File: config.mk
export PLATFORM = sky130hd
export DESIGN_NAME = parallel_fill_ctrl
export DESIGN_NICKNAME = d
export VERILOG_FILES = /design/src/rtl/parallel_fill_ctrl.sv
export SDC_FILE = /design/constraint.sdc
export NUM_CORES = 1
export LEC_CHECK = 0
export CORE_AREA = 5 5 42 44
export DETAILED_ROUTE_END_ITERATION = 10
export DIE_AREA = 0 0 47 49
export GPL_TIMING_DRIVEN = 0
export PLACE_DENSITY = 0.56
export SLEW_MARGIN = 20
export SYNTH_ARGS = -nofsm -noshare
export SYNTH_HDL_FRONTEND = slang
export SYNTH_SLANG_ARGS = --single-unit
File: constraint.sdc
create_clock -name clk -period 1.7 [get_ports clk]
set_input_delay 0.34 -clock clk [delete_from_list [all_inputs] [get_ports clk]]
set_output_delay 0.34 -clock clk [all_outputs]
set_load 0.005 [all_outputs]
File: src/rtl/parallel_fill_ctrl.sv
// Fill/drain sequencer for an external serial-to-parallel register bank:
// steers incoming words into consecutive slots, then offers the whole bank downstream.
module parallel_fill_ctrl #(
  parameter int NREGS = 2,
  localparam int SEL_W = $clog2(NREGS)
) (
  input  logic             clk,
  input  logic             reset,
  input  logic             recv_val,
  output logic             recv_rdy,
  input  logic             flush,
  output logic             send_val,
  input  logic             send_rdy,
  output logic [NREGS-1:0] reg_we,
  output logic [SEL_W-1:0] reg_sel,
  output logic [NREGS-1:0] send_mask,
  output logic [SEL_W:0]   count
);

  typedef enum logic {
    FILL = 1'b0,
    FULL = 1'b1
  } state_e;

  localparam logic [SEL_W-1:0] LAST_IDX = SEL_W'(NREGS - 1);

  state_e           state_q, state_d;
  logic [SEL_W-1:0] idx_q, idx_d;
  logic [NREGS-1:0] mask_q, mask_d;
  logic [SEL_W:0]   fill_cnt;

  function automatic logic [SEL_W:0] popcount(input logic [NREGS-1:0] m);
    logic [SEL_W:0] c;
    c = '0;
    for (int unsigned i = 0; i < NREGS; i++) begin
      c = c + (SEL_W+1)'(m[i]);
    end
    return c;
  endfunction

  assign fill_cnt = popcount(mask_q);

  always_comb begin
    state_d   = state_q;
    idx_d     = idx_q;
    mask_d    = mask_q;
    recv_rdy  = 1'b0;
    send_val  = 1'b0;
    reg_we    = '0;
    reg_sel   = idx_q;
    send_mask = '0;
    count     = fill_cnt;

    unique case (state_q)
      FILL: begin
        recv_rdy = 1'b1;
        if (recv_val) begin
          reg_we         = NREGS'(1) << idx_q;
          mask_d[idx_q]  = 1'b1;
          if ((idx_q == LAST_IDX) || flush) begin
            idx_d   = '0;
            state_d = FULL;
          end else begin
            idx_d = idx_q + 1'b1;
          end
        end else if (flush && (mask_q != '0)) begin
          // Early drain: restart the next fill from slot 0.
          idx_d   = '0;
          state_d = FULL;
        end
      end
      FULL: begin
        send_val  = 1'b1;
        send_mask = mask_q;
        if (send_rdy) begin
          state_d = FILL;
          mask_d  = '0;
          idx_d   = '0;
        end
      end
      default: state_d = FILL;
    endcase

    // Outputs are held inactive for the whole reset assertion, not only after the edge.
    if (reset) begin
      recv_rdy  = 1'b0;
      send_val  = 1'b0;
      reg_we    = '0;
      reg_sel   = '0;
      send_mask = '0;
      count     = '0;
    end
  end

  always_ff @(posedge clk) begin
    if (reset) begin
      state_q <= FILL;
      idx_q   <= '0;
      mask_q  <= '0;
    end else begin
      state_q <= state_d;
      idx_q   <= idx_d;
      mask_q  <= mask_d;
    end
  end

endmodule

**After elaboration in Yosys (flattened, before gate mapping)**

Cells that the tools add are included.

- Input bits: 5
- Register bits: 4

- Equal/unequal tests: 3
- Shift-type cells: 1
- $add $sub $neg: 2
- Bitwise logic cells: 2
- $lt $le $gt $ge: 2
- Reduce and logical (&&, ||, !) cells: 6
- Muxes and demuxes: 26

Operator list:

| kind | number |
|---|---|
| 2-bit 2-to-1 mux | 8 |
| 1-bit 2-to-1 mux | 14 |
| 2-bit inequality test, second input constant | 2 |
| 1-bit one-hot mux with 2 select lines | 2 |
| 2-bit one-hot mux with 2 select lines | 1 |
| 2-bit AND reduction | 2 |
| 3-bit inequality test, second input constant | 1 |
| 1-bit by 1-bit adder with 2-bit output | 1 |
| 1-bit logical AND | 2 |
| 1-bit by 2-bit < comparator with 1-bit output, second input constant | 1 |
| 2-bit OR | 1 |
| 2-bit nonzero test | 1 |
| 1-bit by 1-bit left shift with 2-bit output, first input constant | 1 |
| 1-bit adder, second input constant | 1 |
| 1-bit demux with 1-bit select | 1 |
| 1-bit >= comparator, second input constant | 1 |
| 1-bit logical OR | 1 |
| 1-bit NOT | 1 |

**Depth between registers and ports, before layout**

- Depth in word-level cells: 7
- Depth in mapped cells: 5

**Worst setup path after synthesis**

OpenSTA, ideal clock, no wires.

- Kind: register to register
- From: register mask_q[0]
- To: register idx_q
- Library setup time: 86 ps
- Cell stages (with the launch flop): 6
- Slack: 493 ps
- Arrival time: 1,121 ps
- Path through: dfxtp_1 inv_1 ha_1 nor2b_4 or3b_1 a221oi_2

- Cells in the longest elaborated chain, start to end: 4

Ends and longest elaborated chain:

| element | RTL line | text |
|---|---|---|
| from (decl) | 29 | `logic [NREGS-1:0] mask_q, mask_d;` |
| from (signal assigned) | 103 | `mask_q <= mask_d;` |
| 2-bit nonzero test | 66 | `end else if (flush && (mask_q != '0)) begin` |
| 1-bit logical AND | 66 |  |
| 3-bit inequality test (no line) | -- |  |
| 2-bit AND reduction (no line) | -- |  |
| to (signal assigned) | 102 | `idx_q <= idx_d;` |
| to (decl) | 28 | `logic [SEL_W-1:0] idx_q, idx_d;` |

Every way passes these cells.
A chain may end at the register's enable or synchronous reset.

**Worst setup path in the final report**

- From: register state_q
- To: output port send_val

- Cells in the longest elaborated chain, start to end: 2

Ends and longest elaborated chain:

| element | RTL line | text |
|---|---|---|
| from (decl) | 27 | `state_e state_q, state_d;` |
| from (signal assigned) | 101 | `state_q <= state_d;` |
| 1-bit 2-to-1 mux | 54 | `unique case (state_q)` |
| 1-bit 2-to-1 mux | 85 | `if (reset) begin` |
| to (decl) | 12 | `output logic send_val,` |

Every way passes these cells.

==> impl_metrics.csv <==
group,metric,value,unit
cts,cts_buffers,3,
synthesis,yosysTopAreaCellShare,27.7,%
place,routabilityCongestion,0.727,
global_routing,grt_pass1_wl,1.20,mm
pwr,p_clk_share,37.6,%
synthesis,syn_area_per_cell,8.26,um2
setup_path,crit_buf_inv,2,
cts,clkLatencyLatePin,230,ps
pwr,seq_power_share,36.1,%
drt,route.detailed.drc,0,
pwr,power_frac_comb,26.3,%
floorplan,die-width,47,um
pwr,leakage,0.221,nW
floorplan,pin_count,14,
timing,report.final.hold_viol_count,0,
setup_path,critPathArrivalTime,1280,ps
cells_and_area,drive_gt1_share,28.8,%
setup_path,end_kind,"primary output",
timing,rsz0062_at_grt,"false",
drt,dr.pass1.iters,4,
place,dp.cells,64,
setup_path,slowest_delay,500,ps
min_path,min-delay-start,"mask_q[1]",
setup_path,cp-start-kind,"register",
synthesis,yosys_warnings,0,
cts,cts_max_level,1,
drt,vias,296,
timing,min_period,1620,ps
global_routing,antenna_found_initial,0,
place,io_buffers,13,
floorplan,core,1400,um2
cts,root_buffer,"clkbuf_4",
status,status,"completed",
synthesis,ys_top_cells_by_area,"dfxtp_1, ha_1, nor2b_1, a221oi_2, nor2b_4",
setup_path,slowest_stage,"clkdlybuf4s50_1",
timing,holdWs,477,ps
synthesis,synth_area,289,um2
global_routing,grt_max_degree,11,
global_routing,grt_usage,7.74,%
synthesis,synthCells,35,
setup_path,reg2reg_from,"mask_q[0]",
setup_path,crit_type,"register to primary output",
cts,clock_sinks,4,
timing,worst_pin_slew,267,ps
drt,drt_iter0_drc,9,
cells_and_area,area_growth_syn_to_layout,65.4,%
synthesis,yosysSeqAreaShare,27.7,%
cells_and_area,final_util,34.1,%
drt,ant_nets,0,
timing,slew_violations,0,
setup_path,crit_path_cell_trace,"buf_6 -> nor2b_4 -> clkdlybuf4s50_1",
setup_path,cp-startpoint,"state_q",
cts,clk_pin_slew_worst_paths,40,ps
cells_and_area,antennaDiodeCount,0,
place,dpl.hpwl,551,um
pwr,intPower,0.228,mW
min_path,hp-class,"register to register",
timing,timing.final.crit_share,95.5,%
cts,cts_buffer_depth,2,
timing,final.setup_skew,2.09,ps
drt,via_per_inst,4.35,
timing,fmax,616,MHz
cts,cts_tree,"done",
global_routing,grt_pass1_vias,291,
synthesis,ys_ff_latch,4,
pwr,power.density,645,nW/um2
setup_path,crit_family,"buffers and inverters",
floorplan,dieArea,2300,um2
synthesis,synthesis.nets,42,
cells_and_area,nets,61,
global_routing,overflow,0,
place,dp_slack,-521,ps
timing,setup_viol,0,
floorplan,fp-row-count,14,
timing,relSlewSlack,82.1,%
setup_path,worstPathMaxFanout,3,
timing,worst_slack,77.0,ps
setup_path,worst_ep_required_time,1360,ps
drt,drt-total-wl,740,um
floorplan,start_util,20.6,%
floorplan,floorplan.die.height,49,um
pwr,power.share.switching,25.9,%
flow_run,cap_viol_max_count,0,
pwr,power,0.308,mW
pwr,p_sw,0.0797,mW
cells_and_area,final_common_cell,"dlygate4sd2_1",
synthesis,synth_top_area_cell,"dfxtp_1",
cells_and_area,stdcell_count,68,
pwr,peakVddDrop,0.000179,V
drt,wl_per_cell,10.9,um
synthesis,synthDistinctLibCells,21,
## repair_timing
action / CTS / global route
gates resized for setup: 19 / 2
setup buffers: 1 / 0
setup endpoints to repair: 9 / 1
pin swaps: 0 / 0
hold buffers: 0 / 0
## power by group through the flow
stage / Combinational, mW / Sequential [mW] / Clock [mW]
final: 0.0812 / 0.111 / 0.116
after detailed placement: 0.0804 / 0.111 / 0
after global placement: 0.0798 / 0.111 / 0
after CTS: 0.0825 / 0.111 / 0.120
after global routing: 0.0904 / 0.112 / 0.130
after floorplan: 0.0436 / 0.109 / 0
## worst min-delay path: stages (launching register included)
cell and delay (ps):
dfxtp_2 320, nand2_1 50, a21oi_1 50
## routing by layer
metal / wire length [um] / GRT usage (%)
met4: 19 / 9.68
met1: 336 / 8.77
met2: 329 / 9.73
met3: 55 / 2.21
met5: 0 / 0
## Yosys cell counts
library cell  instances
buf_4                 1
ha_1                  2
nor2b_4               1
a21oi_1               2
or2_2                 1
nor4b_1               1
a221oi_2              1
clkbuf_1              1
o31ai_1               1
and2_1                2
nor2b_1               4
inv_1                 3
or3b_1                1
nor2_1                2
o22ai_1               1
nand2_1               3
dfxtp_1               4
nor3_1                1
nor3b_1               1
or3b_2                1
a22oi_1               1
## final cells by class
type / count / area (um2)
Inverter: 3 / 11.3
Tap cell: 16 / 20.0
Fill cell: 165 / 923
Multi-Input combinational cell: 26 / 194
Buffer: 2 / 25.0
Clock buffer: 3 / 22.5
Sequential cell: 4 / 83.8
Timing Repair Buffer: 14 / 121
## per-stage QoR
step | area, um2 | TNS (ps)
5_1_grt | 478 | 0
4_1_cts | 482 | 0
3_5_place_dp | 439 | -3250
2_1_floorplan | 289 | 0
3_3_place_gp | 439 | -3230
6_report | 478 | 0
## flip-flops by register name, indices dropped and copies added (netlist names)
register / cells
idx_q: 1
mask_q: 2
state_q: 1
## cell families (layout without fill, tap and decap cells)
group | Yosys count | in the layout | share of synthesized area (%)
DFF | 4 | 4 | 27.7
adders and majority gates | 2 | 2 | 8.66
buffers and inverters | 5 | 22 | 7.79
AOI/OAI and AO/OA | 6 | 6 | 16.0
and+or+nand+nor | 18 | 18 | 39.8
## path summary, 6_finish.rpt
| kind | to | slack, ps | cells past startpoint |
|---|---|---|---|
| hold / removal | mask_q[1] | 480 | 2 |
| hold reg to reg | mask_q[1] | 480 | 2 |
| setup reg to reg | idx_q | 440 | 5 |
| setup / recovery | send_val | 80 | 3 |
Note: power is estimated with default switching activity, not from simulation.
